===== src/rtl/mem_ctrl_pkg.sv =====
// Shared definitions for the MEM-stage SRAM controller: FSM states, widths and the
// byte-address to SRAM-word mapping.
package mem_ctrl_pkg;

   typedef enum logic [1:0] {
      StIdle,
      StLow,
      StHigh,
      StDone
   } state_e;

   localparam logic [31:0] BASE_ADDR_DEFAULT = 32'd1024;
   localparam int unsigned SRAM_DW           = 16;

   // Wrap-around subtraction; the low two byte-offset bits fall away in the shift.
   function automatic logic [31:0] map_word(input logic [31:0] byte_addr,
                                            input logic [31:0] base);
      map_word = (byte_addr - base) >> 2;
   endfunction

endpackage


===== src/rtl/sram_wait_counter.sv =====
// Loadable 3-bit down-counter timing each half-word phase; last flags the phase's
// final (address-hold) cycle.
module sram_wait_counter (
   input  logic       clk,
   input  logic       rst,
   input  logic       load,
   input  logic       dec,
   input  logic [2:0] load_val,
   output logic       last
);

   logic [2:0] count_q, count_d;

   always_comb begin
      count_d = count_q;
      if (load) begin
         count_d = load_val;
      end else if (dec && (count_q != 3'd0)) begin
         count_d = count_q - 3'd1;
      end
   end

   always_ff @(posedge clk) begin
      if (rst) begin
         count_q <= 3'd0;
      end else begin
         count_q <= count_d;
      end
   end

   assign last = (count_q == 3'd0);

endmodule


===== src/rtl/sram_mem_controller.sv =====
// Splits 32-bit MEM-stage loads/stores into two 16-bit SRAM phases with wait states.
// Optional one-entry last-read cache enabled by defining SRAM_LAST_READ_CACHE_EN.
module sram_mem_controller
   import mem_ctrl_pkg::*;
#(
   parameter int unsigned WAIT_CYCLES = 1,
   parameter logic [31:0] BASE_ADDR   = BASE_ADDR_DEFAULT,
   parameter int unsigned SRAM_AW     = 18
) (
   input  logic               clk,
   input  logic               rst,
   input  logic               mem_r_en,
   input  logic               mem_w_en,
   input  logic [31:0]        alu_res,
   input  logic [31:0]        Val_Rm,
   output logic [31:0]        res_data,
   output logic               ready,
   output logic [SRAM_AW-1:0] sram_addr,
   output logic [SRAM_DW-1:0] sram_dq_out,
   input  logic [SRAM_DW-1:0] sram_dq_in,
   output logic               sram_dq_oe,
   output logic               sram_we_n
);

   localparam int unsigned WordW    = SRAM_AW - 1;
   localparam logic [2:0]  WaitLoad = 3'(WAIT_CYCLES);
   localparam bit          ZeroWait = (WAIT_CYCLES == 0);

   state_e           state_q, state_d;
   logic [WordW-1:0] word_q;
   logic [31:0]      data_q;
   logic             is_store_q;

   logic             req, req_store, req_hit;
   logic [WordW-1:0] req_word;
   logic             cnt_load, cnt_dec, cnt_last;
   logic             strobe;
   logic             cache_hit;
   logic [31:0]      cache_rdata;

   assign req       = mem_r_en | mem_w_en;
   assign req_store = mem_w_en;
   assign req_word  = WordW'(map_word(alu_res, BASE_ADDR));
   assign req_hit   = ~req_store & cache_hit;

   // Strobe drops in the final cycle of each phase so we_n rises before the address moves.
   assign strobe = is_store_q & (ZeroWait | ~cnt_last);

   sram_wait_counter u_wait_counter (
      .clk      (clk),
      .rst      (rst),
      .load     (cnt_load),
      .dec      (cnt_dec),
      .load_val (WaitLoad),
      .last     (cnt_last)
   );

   always_comb begin
      state_d     = state_q;
      ready       = 1'b0;
      cnt_load    = 1'b0;
      cnt_dec     = 1'b0;
      sram_addr   = '0;
      sram_dq_out = '0;
      sram_dq_oe  = 1'b0;
      sram_we_n   = 1'b1;
      res_data    = '0;
      unique case (state_q)
         StIdle: begin
            ready = ~req;
            if (req) begin
               cnt_load = 1'b1;
               state_d  = req_hit ? StDone : StLow;
            end
         end
         StLow: begin
            sram_addr  = {word_q, 1'b0};
            sram_dq_oe = strobe;
            sram_we_n  = ~strobe;
            if (is_store_q) begin
               sram_dq_out = data_q[15:0];
            end
            if (cnt_last) begin
               cnt_load = 1'b1;
               state_d  = StHigh;
            end else begin
               cnt_dec = 1'b1;
            end
         end
         StHigh: begin
            sram_addr  = {word_q, 1'b1};
            sram_dq_oe = strobe;
            sram_we_n  = ~strobe;
            if (is_store_q) begin
               sram_dq_out = data_q[31:16];
            end
            if (cnt_last) begin
               state_d = StDone;
            end else begin
               cnt_dec = 1'b1;
            end
         end
         StDone: begin
            ready   = 1'b1;
            state_d = StIdle;
            if (!is_store_q) begin
               res_data = data_q;
            end
         end
      endcase
   end

   always_ff @(posedge clk) begin
      if (rst) begin
         state_q    <= StIdle;
         word_q     <= '0;
         data_q     <= '0;
         is_store_q <= 1'b0;
      end else begin
         state_q <= state_d;
         if ((state_q == StIdle) && req) begin
            word_q     <= req_word;
            is_store_q <= req_store;
            data_q     <= req_hit ? cache_rdata : Val_Rm;
         end else if (!is_store_q && cnt_last) begin
            if (state_q == StLow) begin
               data_q[15:0] <= sram_dq_in;
            end
            if (state_q == StHigh) begin
               data_q[31:16] <= sram_dq_in;
            end
         end
      end
   end

`ifdef SRAM_LAST_READ_CACHE_EN
   logic             cache_valid_q;
   logic [WordW-1:0] cache_tag_q;
   logic [31:0]      cache_data_q;

   assign cache_hit   = cache_valid_q & (cache_tag_q == req_word);
   assign cache_rdata = cache_data_q;

   // Updated only on completion so an abandoned access never pollutes the entry.
   always_ff @(posedge clk) begin
      if (rst) begin
         cache_valid_q <= 1'b0;
         cache_tag_q   <= '0;
         cache_data_q  <= '0;
      end else if (state_q == StDone) begin
         if (!is_store_q) begin
            cache_valid_q <= 1'b1;
            cache_tag_q   <= word_q;
            cache_data_q  <= data_q;
         end else if (cache_valid_q && (cache_tag_q == word_q)) begin
            cache_data_q <= data_q;
         end
      end
   end
`else
   assign cache_hit   = 1'b0;
   assign cache_rdata = '0;
`endif

endmodule


===== config.mk =====
export PLATFORM = sky130hd
export DESIGN_NAME = sram_mem_controller
export DESIGN_NICKNAME = d
export VERILOG_FILES = /design/src/rtl/mem_ctrl_pkg.sv /design/src/rtl/sram_wait_counter.sv /design/src/rtl/sram_mem_controller.sv
export SDC_FILE = /design/constraint.sdc
export NUM_CORES = 1
export LEC_CHECK = 0
export CAP_MARGIN = 0
export CELL_PAD_IN_SITES_DETAIL_PLACEMENT = 0
export CELL_PAD_IN_SITES_GLOBAL_PLACEMENT = 1
export CORE_MARGIN = 2
export CORE_UTILIZATION = 40
export CTS_BUF_LIST = sky130_fd_sc_hd__clkbuf_8
export DETAILED_ROUTE_END_ITERATION = 10
export DONT_BUFFER_PORTS = 1
export GPL_TIMING_DRIVEN = 0
export HOLD_SLACK_MARGIN = 0.02
export PLACE_DENSITY = 0.73
export SYNTH_ARGS = -nofsm -noshare
export SYNTH_HDL_FRONTEND = slang
export SYNTH_SLANG_ARGS = --single-unit

===== constraint.sdc =====
create_clock -name clk -period 2 [get_ports clk]
set_clock_uncertainty 0.05 [all_clocks]
set_input_delay 0.6 -clock clk [delete_from_list [all_inputs] [get_ports clk]]
set_output_delay 0.6 -clock clk [all_outputs]
set_load 0.01 [all_outputs]

==> run metrics <==
share of synthesized registers carrying an async set or reset=0%; # fillers=748; global route overflow=0; vias in the first global route=~2800; initial antenna violation count=0; fin cells=528; Cell Rows=31; Top FF cell, synth=dfxtp_1; peak supply drop=0.729 mV; remaining antenna violation count=0; Diodes inserted=0; area grow syn2layout=29.2%; Slowest-stage cell, CP=dfxtp_4; Comb power frac=around 51%; cts bufs inserted=5; DIE AREA=8200 µm²; Avg WL per Cell=18.6 µm; Vias/cell=about 5.6; max incr delay on CP=380 ps; Internal=3.02 mW; RSZ-0062 raised after global routing=yes; Layout Utilization=53.4%; final worst slack=-206 ps; Final min period=roughly 2200 ps; core area=7250 µm²; Worst setup SP type=register; top cell family by delay on the critical path=simple AND/OR/NAND/NOR gates; Tcrit/Tclk final=110%; LEAKAGE=roughly 1.4 nW; clock network fraction of design power=14.4%; P_sw=~2.3 mW; Synth Register Bits=55; number of remaining DRC errors=0; endpoints failing setup=66; Setup Crit Path Kind=reg -> out; CTS tree=yes; slew margin rel.=63.9%; vias=2952; Fmax achieved=0.453 GHz; worst hold path type=in -> reg; Hold EP=word_q[10]$_SDFFE_PP0P_; average cell area after synthesis=7.44 µm²; Port Buffers=0; Warnings, synthesis=0; CTS sink count=55; final WL=roughly 9800 µm; P per Cell Area=between 1000 and 1500 nW/µm²; Hold Fails Final Rpt=0; setup TNS=-11330 ps; Max Slew Vio Count=0; Starting Density=41.3%; root buffer cell=clkbuf_8; share of layout cells above drive strength 1=between 20% and 30%; Reg area=roughly 1100 µm²; R2R depth=8; clock slew at reported path FFs=110 ps; WP data required=roughly 1400 ps; routability cong.=0.807; Die Ht=90.6 µm; Critical Path Source=state_q[1]$_SDFFE_PP0P_; reg2reg end=data_q[10]$_SDFFE_PP0P_; Sw Share=42.9%; gr busiest metal=met2; ranking of synthesized cells by area=dfxtp_1 (37%), nand2_1 (11%), and2_1 (10%); cell with the most instances after synthesis=nand2_1; placed insts=502; Mapped Nets=495; pin count of the biggest net entering global routing=18; synth cell count leaders=nand2_1 (84), dfxtp_1 (55), and2_1 (50); leading area contributor after synthesis=dfxtp_1; Worst-Margin Slew=approximately 540 ps; number of flops mapped to enable cells by yosys=0; Top Ports=153; Multi-input gate area=2080 µm²; CTS max path bufs=2; first-pass GRT wire length=approximately 15000 µm; post-synthesis sequential area ratio=36.7%; Hold Path Stages=1; Seq pwr share=34.4%; met2 Use GR=38.5%; clk_lat worst skew=between 300 and 400 ps; worst reg-to-reg setup slack=between 100 and 150 ps; area fraction of the dominant cell type after synthesis=a little under two fifths; crit-path max FO=5; Tot GR Track Use=23.4%; reg2reg start=state_q[0]$_SDFFE_PP0P_; grt met3 use=5.51%; fin nets=520; post-DP HPWL=around 6900 µm; met1 Resource Use GR=31.1%; crit path cell chain=inv_4 -> ha_4 -> nor2b_4 -> buf_6 -> and2_4; DIE WIDTH=90.6 µm; Yosys cell types=36; failing checks=negative setup slack; status=finished, violations left; Syn Inst Count=403; arrival time worst endpoint=1560 ps; Mapped Area=3000 µm²; crit end category=output pin; H-tree lvl count=2; Critical path buffers and inverters=2; First-pass DRT Iterations=4; Iter 0 DRT Violations=138; Max Cap Viol=0; Hold Startpoint=rst
[stage by stage]
stage	worst slack [ps]	hold slack [ps]	power (mW)	instance area, µm²
2_1_floorplan	23.9	382	3.10	3000
3_3_place_gp	-303	388	3.58	3130
3_5_place_dp	-314	392	3.62	3130
4_1_cts	-227	281	4.95	3660
5_1_grt	-284	276	5.68	3870
6_report	-206	289	5.29	3870
[power groups by stage]
stage,Sequential (mW),Clock (mW),Combinational (mW)
floorplan,1.70,0,1.40
finish,1.82,0.761,2.71
global route,1.88,0.835,2.97
detailed placement,1.77,0,1.85
global placement,1.76,0,1.81
CTS,1.81,0.776,2.36
[flip-flops by register name, indices dropped and copies added (netlist names)]
| name | cells |
|---|---|
| word_q | 17 |
| data_q | 32 |
| state_q | 2 |
| u_wait_counter.count_q | 3 |
| is_store_q | 1 |
[timing repair]
item                                    4_1_cts  5_1_grt
endpoints found under the setup margin       78       90
resized for setup                           103       35
hold buffers                                  0        0
pin swaps                                    29        8
setup buffers                                 7       11
gates cloned                                  1        1
[layout by cell type, fill, tap and decap left out, drive strengths merged, types with 2 or more instances in the layout]
cell type	netlist	routed
o21ai	34	34
nand3b	2	2
clkbuf	18	22
buf	13	32
nand2b	3	3
nand2	84	84
xnor2	6	6
a22oi	17	17
inv	8	8
ha	8	8
nor2	34	34
nor2b	5	5
clkinv	0	2
xor2	2	2
a21oi	10	10
a211oi	8	8
a31oi	33	33
nor3	4	4
dfxtp	55	55
and2	50	50
[layer usage]
metal | share of wire (%) | up-vias
met1 | 44 | 1418
met4 | 1.3 | 0
met2 | 48 | 104
li1 | - | 1419
met5 | 0 | -
met3 | 6.8 | 11
[logic make-up after synthesis]
family          Yosys count  share of synthesized area (%)
flops                    55                           36.7
mux                       1                          0.334
buf+inv                  39                           5.43
xor+xnor                  8                           2.34
simple gates            187                           30.1
fa+ha+maj                 8                           3.34
compound gates          105                           21.7
[worst max-delay path by stage]
stage                      end  slack, ps  cells after the start
2_1_floorplan    sram_addr[10]         20                      5
3_3_place_gp     sram_addr[11]       -300                      5
3_5_place_dp   sram_dq_out[15]       -310                      5
4_1_cts          sram_addr[17]       -230                      5
5_1_grt           sram_addr[4]       -280                      5
6_report          sram_addr[4]       -210                      5
[cell type report]
cell class / instances / area share, %
Clock buffer: 5 / 1.78
Multi-Input combinational cell: 309 / 53.6
Sequential cell: 55 / 28.7
Tap cell: 99 / 3.20
Inverter: 8 / 0.905
Buffer: 29 / 5.82
Clock inverter: 3 / 1.13
Timing Repair Buffer: 20 / 4.88
Note: power is estimated with default switching activity, not from simulation.
